--- config.mk ---
export PLATFORM = sky130hd
export DESIGN_NAME = muldiv_unit
export DESIGN_NICKNAME = d
export VERILOG_FILES = /design/src/rtl/muldiv_unit_pkg.sv /design/src/rtl/muldiv_unit_sign_fix.sv /design/src/rtl/muldiv_unit.sv
export SDC_FILE = /design/constraint.sdc
export NUM_CORES = 1
export LEC_CHECK = 0
export BUFFER_PORTS_ARGS = -buffer_cell sky130_fd_sc_hd__buf_2
export CAP_MARGIN = 30
export CORE_ASPECT_RATIO = 0.5
export CORE_MARGIN = 5
export CORE_UTILIZATION = 55
export CTS_BUF_LIST = sky130_fd_sc_hd__clkbuf_16
export CTS_CLUSTER_DIAMETER = 50
export CTS_CLUSTER_SIZE = 10
export DETAILED_ROUTE_END_ITERATION = 16
export PLACE_DENSITY = 0.81
export REMOVE_ABC_BUFFERS = 1
export SLEW_MARGIN = 20
export SYNTH_ARGS = -nofsm -noshare
export SYNTH_HDL_FRONTEND = slang
export SYNTH_SLANG_ARGS = --single-unit
--- constraint.sdc ---
create_clock -name clk -period 3.6 [get_ports clk]
set_input_delay 0.18 -clock clk [delete_from_list [all_inputs] [get_ports clk]]
set_output_delay 0.18 -clock clk [all_outputs]
set_load 0.05 [all_outputs]
--- src/rtl/muldiv_unit_pkg.sv ---
// muldiv_unit_pkg: funct3 codes, FSM states and funct7 tag for the M-extension unit
package muldiv_unit_pkg;
  localparam logic [6:0] FUNCT7_MULDIV = 7'b0000001;
  localparam logic [2:0] F_MUL    = 3'b000;
  localparam logic [2:0] F_MULH   = 3'b001;
  localparam logic [2:0] F_MULHSU = 3'b010;
  localparam logic [2:0] F_MULHU  = 3'b011;
  localparam logic [2:0] F_DIV    = 3'b100;
  localparam logic [2:0] F_DIVU   = 3'b101;
  localparam logic [2:0] F_REM    = 3'b110;
  localparam logic [2:0] F_REMU   = 3'b111;
  typedef enum logic [1:0] {IDLE = 2'd0, CALC = 2'd1, DONE = 2'd2} state_t;
endpackage

--- src/rtl/muldiv_unit_sign_fix.sv ---
// muldiv_sign_fix: sign correction of magnitude product/quotient/remainder and result select
module muldiv_sign_fix
  import muldiv_unit_pkg::*;
#(
  parameter int XLEN = 32
) (
  input  logic [2:0]        op,
  input  logic              sa,
  input  logic              sb,
  input  logic              dz,
  input  logic [2*XLEN-1:0] acc,
  output logic [XLEN-1:0]   result
);
  logic [2*XLEN-1:0] prod;
  logic [XLEN-1:0] quo, rem;
  always_comb begin
    prod = sa ^ sb ? -acc : acc;
    quo = dz ? '1 : sa ^ sb ? -acc[XLEN-1:0] : acc[XLEN-1:0];
    rem = sa ? -acc[2*XLEN-1:XLEN] : acc[2*XLEN-1:XLEN];
    result = op == F_MUL ? prod[XLEN-1:0] : !op[2] ? prod[2*XLEN-1:XLEN] : !op[1] ? quo : rem;
  end
endmodule

--- src/rtl/muldiv_unit.sv ---
// muldiv_unit: iterative RV32M multiply/divide unit; MULDIV_EARLY_OUT_EN enables early-out for div-by-zero/overflow
module muldiv_unit
  import muldiv_unit_pkg::*;
#(
  parameter int XLEN  = 32,
  parameter int CNT_W = 6
) (
  input  logic            clk,
  input  logic            rst,
  input  logic            in_valid,
  output logic            in_ready,
  input  logic [2:0]      funct3,
  input  logic [XLEN-1:0] rs1_val,
  input  logic [XLEN-1:0] rs2_val,
  input  logic            flush,
  output logic            out_valid,
  input  logic            out_ready,
  output logic [XLEN-1:0] result,
  output logic            busy
);
  state_t state, state_nx;
  logic [CNT_W-1:0] cnt;
  logic [2*XLEN-1:0] acc, acc_nx;
  logic [XLEN-1:0] opb, a_mag, b_mag, fixed;
  logic [XLEN:0] sum, rr, diff;
  logic [2:0] op;
  logic sa, sb, dz, a_neg, b_neg, is_div, early, accept;
  assign is_div = funct3[2];
  assign a_neg = rs1_val[XLEN-1] & (funct3 inside {F_MULH, F_MULHSU, F_DIV, F_REM});
  assign b_neg = rs2_val[XLEN-1] & (funct3 inside {F_MULH, F_DIV, F_REM});
  assign a_mag = a_neg ? -rs1_val : rs1_val;
  assign b_mag = b_neg ? -rs2_val : rs2_val;
  assign accept = state == IDLE && in_valid && !flush;
`ifdef MULDIV_EARLY_OUT_EN
  assign early = is_div && (rs2_val == '0 || ((funct3 == F_DIV || funct3 == F_REM) &&
                 rs1_val == {1'b1, {(XLEN-1){1'b0}}} && rs2_val == '1));
`else
  assign early = 1'b0;
`endif
  assign sum = {1'b0, acc[2*XLEN-1:XLEN]} + (acc[0] ? {1'b0, opb} : '0);
  assign rr = {acc[2*XLEN-1:XLEN], acc[XLEN-1]};
  assign diff = rr - {1'b0, opb};
  assign acc_nx = op[2] ? (diff[XLEN] ? {rr[XLEN-1:0], acc[XLEN-2:0], 1'b0} : {diff[XLEN-1:0], acc[XLEN-2:0], 1'b1})
                        : {sum, acc[XLEN-1:1]};
  assign in_ready = state == IDLE;
  assign out_valid = state == DONE;
  assign busy = state != IDLE;
  muldiv_sign_fix #(.XLEN(XLEN)) u_fix (.op(op), .sa(sa), .sb(sb), .dz(dz), .acc(acc), .result(fixed));
  always_comb begin
    state_nx = flush ? IDLE : state == IDLE ? (in_valid ? CALC : IDLE) : state == CALC ? (cnt == '0 ? DONE : CALC)
             : (out_ready ? IDLE : DONE);
  end
  always_ff @(posedge clk)
    if (rst) state <= IDLE;
    else state <= state_nx;
  always_ff @(posedge clk)
    if (rst) begin
      cnt <= '0;
      acc <= '0;
      opb <= '0;
      op <= '0;
      sa <= 1'b0;
      sb <= 1'b0;
      dz <= 1'b0;
      result <= '0;
    end else if (accept) begin
      op <= funct3;
      sa <= a_neg;
      sb <= b_neg;
      dz <= rs2_val == '0;
      opb <= is_div ? b_mag : a_mag;
      acc <= early && rs2_val == '0 ? {a_mag, {XLEN{1'b1}}} : {{XLEN{1'b0}}, is_div ? a_mag : b_mag};
      cnt <= early ? '0 : CNT_W'(XLEN);
    end else if (state == CALC && !flush) begin
      if (cnt != '0) begin
        acc <= acc_nx;
        cnt <= cnt - 1'b1;
      end else result <= fixed;
    end
endmodule

==> reports/results.ini, run 1 <==
[pwr]
finalPower_mw=5.133
p_int_mw=3.260
peakVddDrop_uv=363.0
p_clk_frac=0.352
power_leakage_nw=6.690
swShare=0.3649
power_switching_mw=1.873
power_frac_comb=0.315
p_seq_frac=0.333
power.density_nw_per_um2=323.4

[place]
io_buffers=106
placedInstanceArea_sq_um=15240
place.gp.congestion=1.027
dp_hpwl_microns=38020

[yosys]
synth_top_family_by_area=compound AO/OA/AOI/OAI gates
synthMuxAreaShare=0.05096
synth_cells=1973
ys.flop_type=dfxtp_1
synth.avg_cell_area_sq_um=7.156
synth_seq_cells=142
yosysTopAreaCell=dfxtp_1
synth_edf_count=0
synth_compound_area_frac=0.2962
synthTopCellsByCount=nand2_1, nor2_1, a21oi_1
ys_seq_area_frac=0.2013
ys_types=80
synth_area_sq_um=14120
synth-simple-area-share=0.2134
synth_top_area_frac=0.2013
synth.most_common_cell=nand2_1
synth_adder_area_share=0.06398
synth-xor-area-share=0.1184
synth_area_leaders=dfxtp_1, xnor2_1, a21oi_1
ys_warn_count=0
async_reset_ff_frac=0

[sta]
max_clock_freq_mhz=287.8
fin_skew_ns=0.01478
fin_tns_setup_ns=0
setup_viol=0
slew_violations=0
period_minus_slack_ns=3.474
period_share=0.9651
hold_viol_final=0
relSlewSlack=0.4585
worst_pin_slew_ns=0.8048

[route]
via_count=15440
ant_nets=0
wl_per_cell_microns=20.68
drt_wl_total_microns=49690
drc=0
viasPerCell=6.424
drtPass1Iterations=6
drtIter0Drc=2070

[worst_hold_path]
hold_path.class=in2reg

[critical_path]
required_ns=3.92
crit_chain=clkinvlp_4 > nor2_1 > ha_1 > nand4_1 > or4_1 > and4_1 > o31ai_1 > o211ai_1 > and3_1 > a2111oi_1 > a31o_2 > a21oi_1
path_delay_family=simple AND/OR/NAND/NOR gates
worst-setup-path-type=reg2reg
arrival_ns=3.79
cp.buffers_inverters=1
r2r_setup_slack_ns=0.13
critical-path-max-stage-delay_ns=0.57
start_kind=flop
end_kind=flop
slowest_stage=or4_1
worstPathMaxFanout=10

[floorplanning]
start_util=0.5594
core_area_sq_um=25240
rows=41
io_pins=107
fp.dieArea_sq_um=29170
die_y_microns=123.3
die_width_microns=236.6

[grt]
antenna_found_initial=0
gr-usage-all-layers=0.3276
grt_pass1_wl_microns=76360
grt_max_degree=85
grt_overflow_total=0
grt_pass1_vias=13720

[clocking]
cts-root-buf=clkbuf_16
cts_tree=done
cts_buffer_depth=2
clk_pin_slew_ns=0.07
cts_buffers=17
cts_num_sinks=142
clk_latency_ns=0.44
htreeDepth=4

[layout]
diodes=0
drive_gt1_frac=0.1326
final_nets=2189
syn2layout_area_growth_pct=12.42
num-fill-cells=2251
design_area_sq_um=15870

[run_status]
status=finished clean

[flow_run]
drv_cap=0

repair_timing:
action / in CTS / in global routing
endpoints found under the hold margin: 1 / 0
gates resized for setup: 0 / 6
hold buffers: 1 / 0
setup endpoints to repair: 0 / 3
buffers inserted: 0 / 1
final cells by class:
class / instances / area (sq um) / share of cell area
Clock buffer: 17 / 425.4 / 0.02680
Clock inverter: 15 / 161.4 / 0.01017
Inverter: 65 / 247.7 / 0.01561
Multi-Input combinational cell: 1627 / 10530 / 0.6636
Sequential cell: 142 / 2846 / 0.1793
Tap cell: 344 / 430.4 / 0.02712
Timing Repair Buffer: 193 / 1229 / 0.07741
through the flow:
step | instances | setup WS [ns] | hold WS, ns | util
2_1_floorplan | 1834 | -5.054 | 0.2491 | -
5_1_grt | 2403 | -0.001614 | 0.01295 | 0.6289
3_5_place_dp | 2368 | 0.1129 | 0.4222 | 0.6038
6_report | 2403 | 0.1257 | 0.01689 | 0.6289
4_1_cts | 2401 | 0.05924 | 0.009348 | 0.6275
3_3_place_gp | 2368 | 0.1331 | 0.4124 | 0.6038
path summary, 6_finish.rpt:
check,startpoint,end,depth (start not counted)
max,acc[0]$_SDFFE_PP0P_,acc[60]$_SDFFE_PP0P_,12
min,funct3[0],op[0]$_SDFFE_PP0P_,3
max reg2reg,acc[0]$_SDFFE_PP0P_,acc[60]$_SDFFE_PP0P_,12
min reg2reg,result[12]$_SDFFE_PP0P_,result[12]$_SDFFE_PP0P_,2
kinds of logic (layout without fill, tap and decap cells):
family / Yosys count / in the layout
fa+ha+maj: 71 / 71
mux: 70 / 70
buf+inv: 204 / 290
flops: 142 / 142
simple gates: 648 / 648
xor+xnor: 190 / 190
compound gates: 648 / 648
flip-flops by register name, summed over array words and instances (netlist names):
| register | flops |
|---|---|
| result | 32 |
| state | 2 |
| cnt | 6 |
| sa | 1 |
| dz | 1 |
| sb | 1 |
| op | 3 |
| opb | 32 |
| acc | 64 |
power groups by stage:
stage	combinational, mW	clock (mW)	sequential [mW]
finish	1.61	1.81	1.71
global route	1.73	1.87	1.72
CTS	1.56	1.81	1.71
detailed placement	1.54	0	1.74
global placement	1.53	0	1.74
floorplan	1.00	0	1.75
worst reg2reg max path, cell delays in order (launching register included):
cell and delay [ns]:
dfxtp_1 0.38, clkinvlp_4 0.23, nor2_1 0.16, ha_1 0.23
nand4_1 0.12, or4_1 0.57, and4_1 0.27, o31ai_1 0.40
o211ai_1 0.24, and3_1 0.22, a2111oi_1 0.31, a31o_2 0.17
a21oi_1 0.05
metal layers:
| layer | vias up | wire length (microns) | track usage |
|---|---|---|---|
| met5 | - | 0 | 0 |
| met4 | 0 | 1063 | 0.08105 |
| met3 | 86 | 7176 | 0.1128 |
| met2 | 894 | 19930 | 0.4735 |
| met1 | 7150 | 21520 | 0.4681 |
| li1 | 7307 | - | - |
cell usage in the layout (no fill, tap or decap), drive strengths merged, types with 10 or more instances in the layout:
cell and count:
mux2 15, a211oi 30, mux2i 55, nor2 210, nor3 41, o21ai 132, nand2 211, o211ai 48
a31oi 33, nand2b 17, a21oi 190, o21a 11, a2111oi 10, a221oi 23, nor4 23, xor2 80
a21o 52, or4 12, nand4 12, nor2b 12, o31ai 28, nand3 28, buf 191, o22ai 10
xnor2 110, clkbuf 17, dfxtp 142, ha 69, and2 18, inv 68, or3 17, and3 19
No activity file was read; power rests on OpenSTA's default activity.
==> inputs of run 2 (changes only) <==
- CELL_PAD_IN_SITES_DETAIL_PLACEMENT: unset -> 0
- CELL_PAD_IN_SITES_GLOBAL_PLACEMENT: unset -> 1
- CORE_UTILIZATION: 55 -> 46
- PLACE_DENSITY: 0.81 -> 0.9
==> reports/results.ini, run 2 (synthesis results as in run 1) <==
[run_status]
status=finished clean

[layout]
num-fill-cells=2984  ; +33%
final_cells=2466  ; +2.6%
mostFrequentLayoutCells=nand2_1, nor2_1, a21oi_1, dfxtp_1, o21ai_0
diodes=0  ; unchanged
design_area_sq_um=16060  ; +1.2%
regMostFlops=acc
final_common_cell=nand2_1
final_nets=2197  ; +0.37%
drive_gt1_frac=0.1379  ; +0.005292
syn2layout_area_growth_pct=13.75
reg_top3=acc (64), opb (32), result (32)
largest_reg_flops=64  ; unchanged
multi_input_area_sq_um=10540  ; about the same
regArea_sq_um=2848  ; about the same

[clocking]
cts_tree=done
cts_num_sinks=142  ; unchanged
clk_pin_slew_ns=0.08  ; about the same
cts_buffers=17  ; unchanged
htreeDepth=4  ; unchanged
cts-root-buf=clkbuf_16
clk_latency_ns=0.45  ; about the same
cts_buffer_depth=2  ; unchanged

[place]
placedInstanceArea_sq_um=15350  ; +0.70%
place.gp.congestion=1.008  ; -1.9%
dp_cells=2426  ; +2.4%
dp_hpwl_microns=39380  ; +3.6%
io_buffers=106  ; unchanged

[grt]
grt_max_degree=85  ; unchanged
grt_overflow_total=0  ; unchanged
grt_pass1_wl_microns=78760  ; +3.2%
grt_pass1_vias=13620  ; -0.69%
antenna_found_initial=0  ; unchanged
gr-usage-all-layers=0.2853  ; -0.04228

[critical_path]
worstPathMaxFanout=23  ; +13
crit_chain=clkinvlp_4 > buf_12 > nor2_1 > ha_1 > a21oi_1 > o21ai_0 > a2111oi_1 > o21ai_0 > o211ai_1 > nor3b_1 > a2111oi_2 > a31o_2 > a21oi_1
end_kind=flop
arrival_ns=3.78  ; about the same
path_delay_family=compound AO/OA/AOI/OAI gates
critical-path-max-stage-delay_ns=0.48  ; -0.09 ns
worst-setup-path-type=reg2reg
required_ns=3.92  ; about the same
start_kind=flop
cp.buffers_inverters=2  ; +1
slowest_stage=a2111oi_1

[sta]
hold_viol_final=0  ; unchanged
worst_pin_slew_ns=0.9842  ; +0.1794 ns
period_minus_slack_ns=3.464  ; -0.01011 ns
fin_skew_ns=0.01862  ; +0.003841 ns
max_clock_freq_mhz=288.7  ; +0.29%
relSlewSlack=0.3269  ; -0.1316
grt_setup_unrepaired=no
setup_viol=0  ; unchanged
slew_violations=0  ; unchanged
period_share=0.9623  ; -0.002807
fin_tns_setup_ns=0  ; unchanged

[route]
wl_met2_microns=20740  ; +4.1%
via_count=15290  ; -0.94%
wl_per_cell_microns=21.09  ; +2.0%
ant_nets=0  ; unchanged
wl_met1_microns=23990  ; +11%
wl_met3_microns=6391  ; -11%
viasPerCell=6.201  ; -3.5%
highest_layer=met4
drc=0  ; unchanged
drtIter0Drc=1922  ; -7.1%
drt_wl_total_microns=52010  ; +4.7%
drtPass1Iterations=6  ; unchanged

[pwr]
peakVddDrop_uv=316.0  ; -13%
power.density_nw_per_um2=325.9  ; +0.78%
power_leakage_nw=6.727  ; +0.56%
finalPower_mw=5.234  ; +2.0%

[flow_run]
drv_cap=0  ; unchanged

[worst_hold_path]
hold_path.class=in2reg

[floorplanning]
core_area_sq_um=30290  ; +20%
die_y_microns=133.9  ; +8.6%
start_util=0.4661  ; -0.09330
io_pins=107  ; unchanged
rows=45  ; +9.8%
die_width_microns=257.8  ; +9.0%
fp.dieArea_sq_um=34510  ; +18%

## run 2: stage by stage
step | hold slack, ns | util | setup WS, ns
CTS | 0.01425 | 0.5268 | 0.05541
detailed placement | 0.4201 | 0.5066 | 0.06159
global placement | 0.4154 | 0.5064 | 0.09047
floorplan | 0.2491 | - | -5.054
finish | 0.01742 | 0.5302 | 0.1358
global route | 0.01869 | 0.5302 | 0.006141
## run 2: power by group
part           switching, mW  internal (mW)
Sequential            0.0821           1.63
Combinational           1.00          0.614
Clock                  0.856           1.05
## run 2: metal layers
layer  vias to the layer above  GRT usage
li1                       7330          -
met1                      7167     0.4180
met2                       717     0.4052
met3                        78    0.09725
met4                         0    0.05835
met5                         -          0
## run 2: timing repair
| action | CTS | global route |
|---|---|---|
| gates resized for setup | 0 | 7 |
| buffers inserted | 0 | 5 |
| hold buffers | 1 | 0 |
| endpoints found under the hold margin | 1 | 0 |
| endpoints found under the setup margin | 0 | 9 |
## run 2: cell type report
type,instances,area share
clock inverter,15,0.01091
timing repair buffer,200,0.08227
multi-input combinational,1627,0.6560
clock buffer,17,0.02649
inverter,65,0.01543
sequential,142,0.1773
tap,399,0.03109
timing repair inverter,1,0.0004675
## run 2: worst paths after layout
path	slack, ns	end	cells after the start	startpoint
worst max-delay path	0.14	acc[60]$_SDFFE_PP0P_	13	acc[0]$_SDFFE_PP0P_
worst min-delay path	0.02	state[1]$_SDFF_PP0_	3	out_ready
worst max register to register	0.14	acc[60]$_SDFFE_PP0P_	13	acc[0]$_SDFFE_PP0P_
worst min register to register	0.44	result[12]$_SDFFE_PP0P_	2	result[12]$_SDFFE_PP0P_
## run 2: worst register-to-register path: stages, from the launching register on
cell	delay, ns
dfxtp_2	0.40
clkinvlp_4	0.21
buf_12	0.21
nor2_1	0.12
ha_1	0.29
a21oi_1	0.19
o21ai_0	0.17
a2111oi_1	0.48
o21ai_0	0.19
o211ai_1	0.36
nor3b_1	0.11
a2111oi_2	0.40
a31o_2	0.16
a21oi_1	0.05
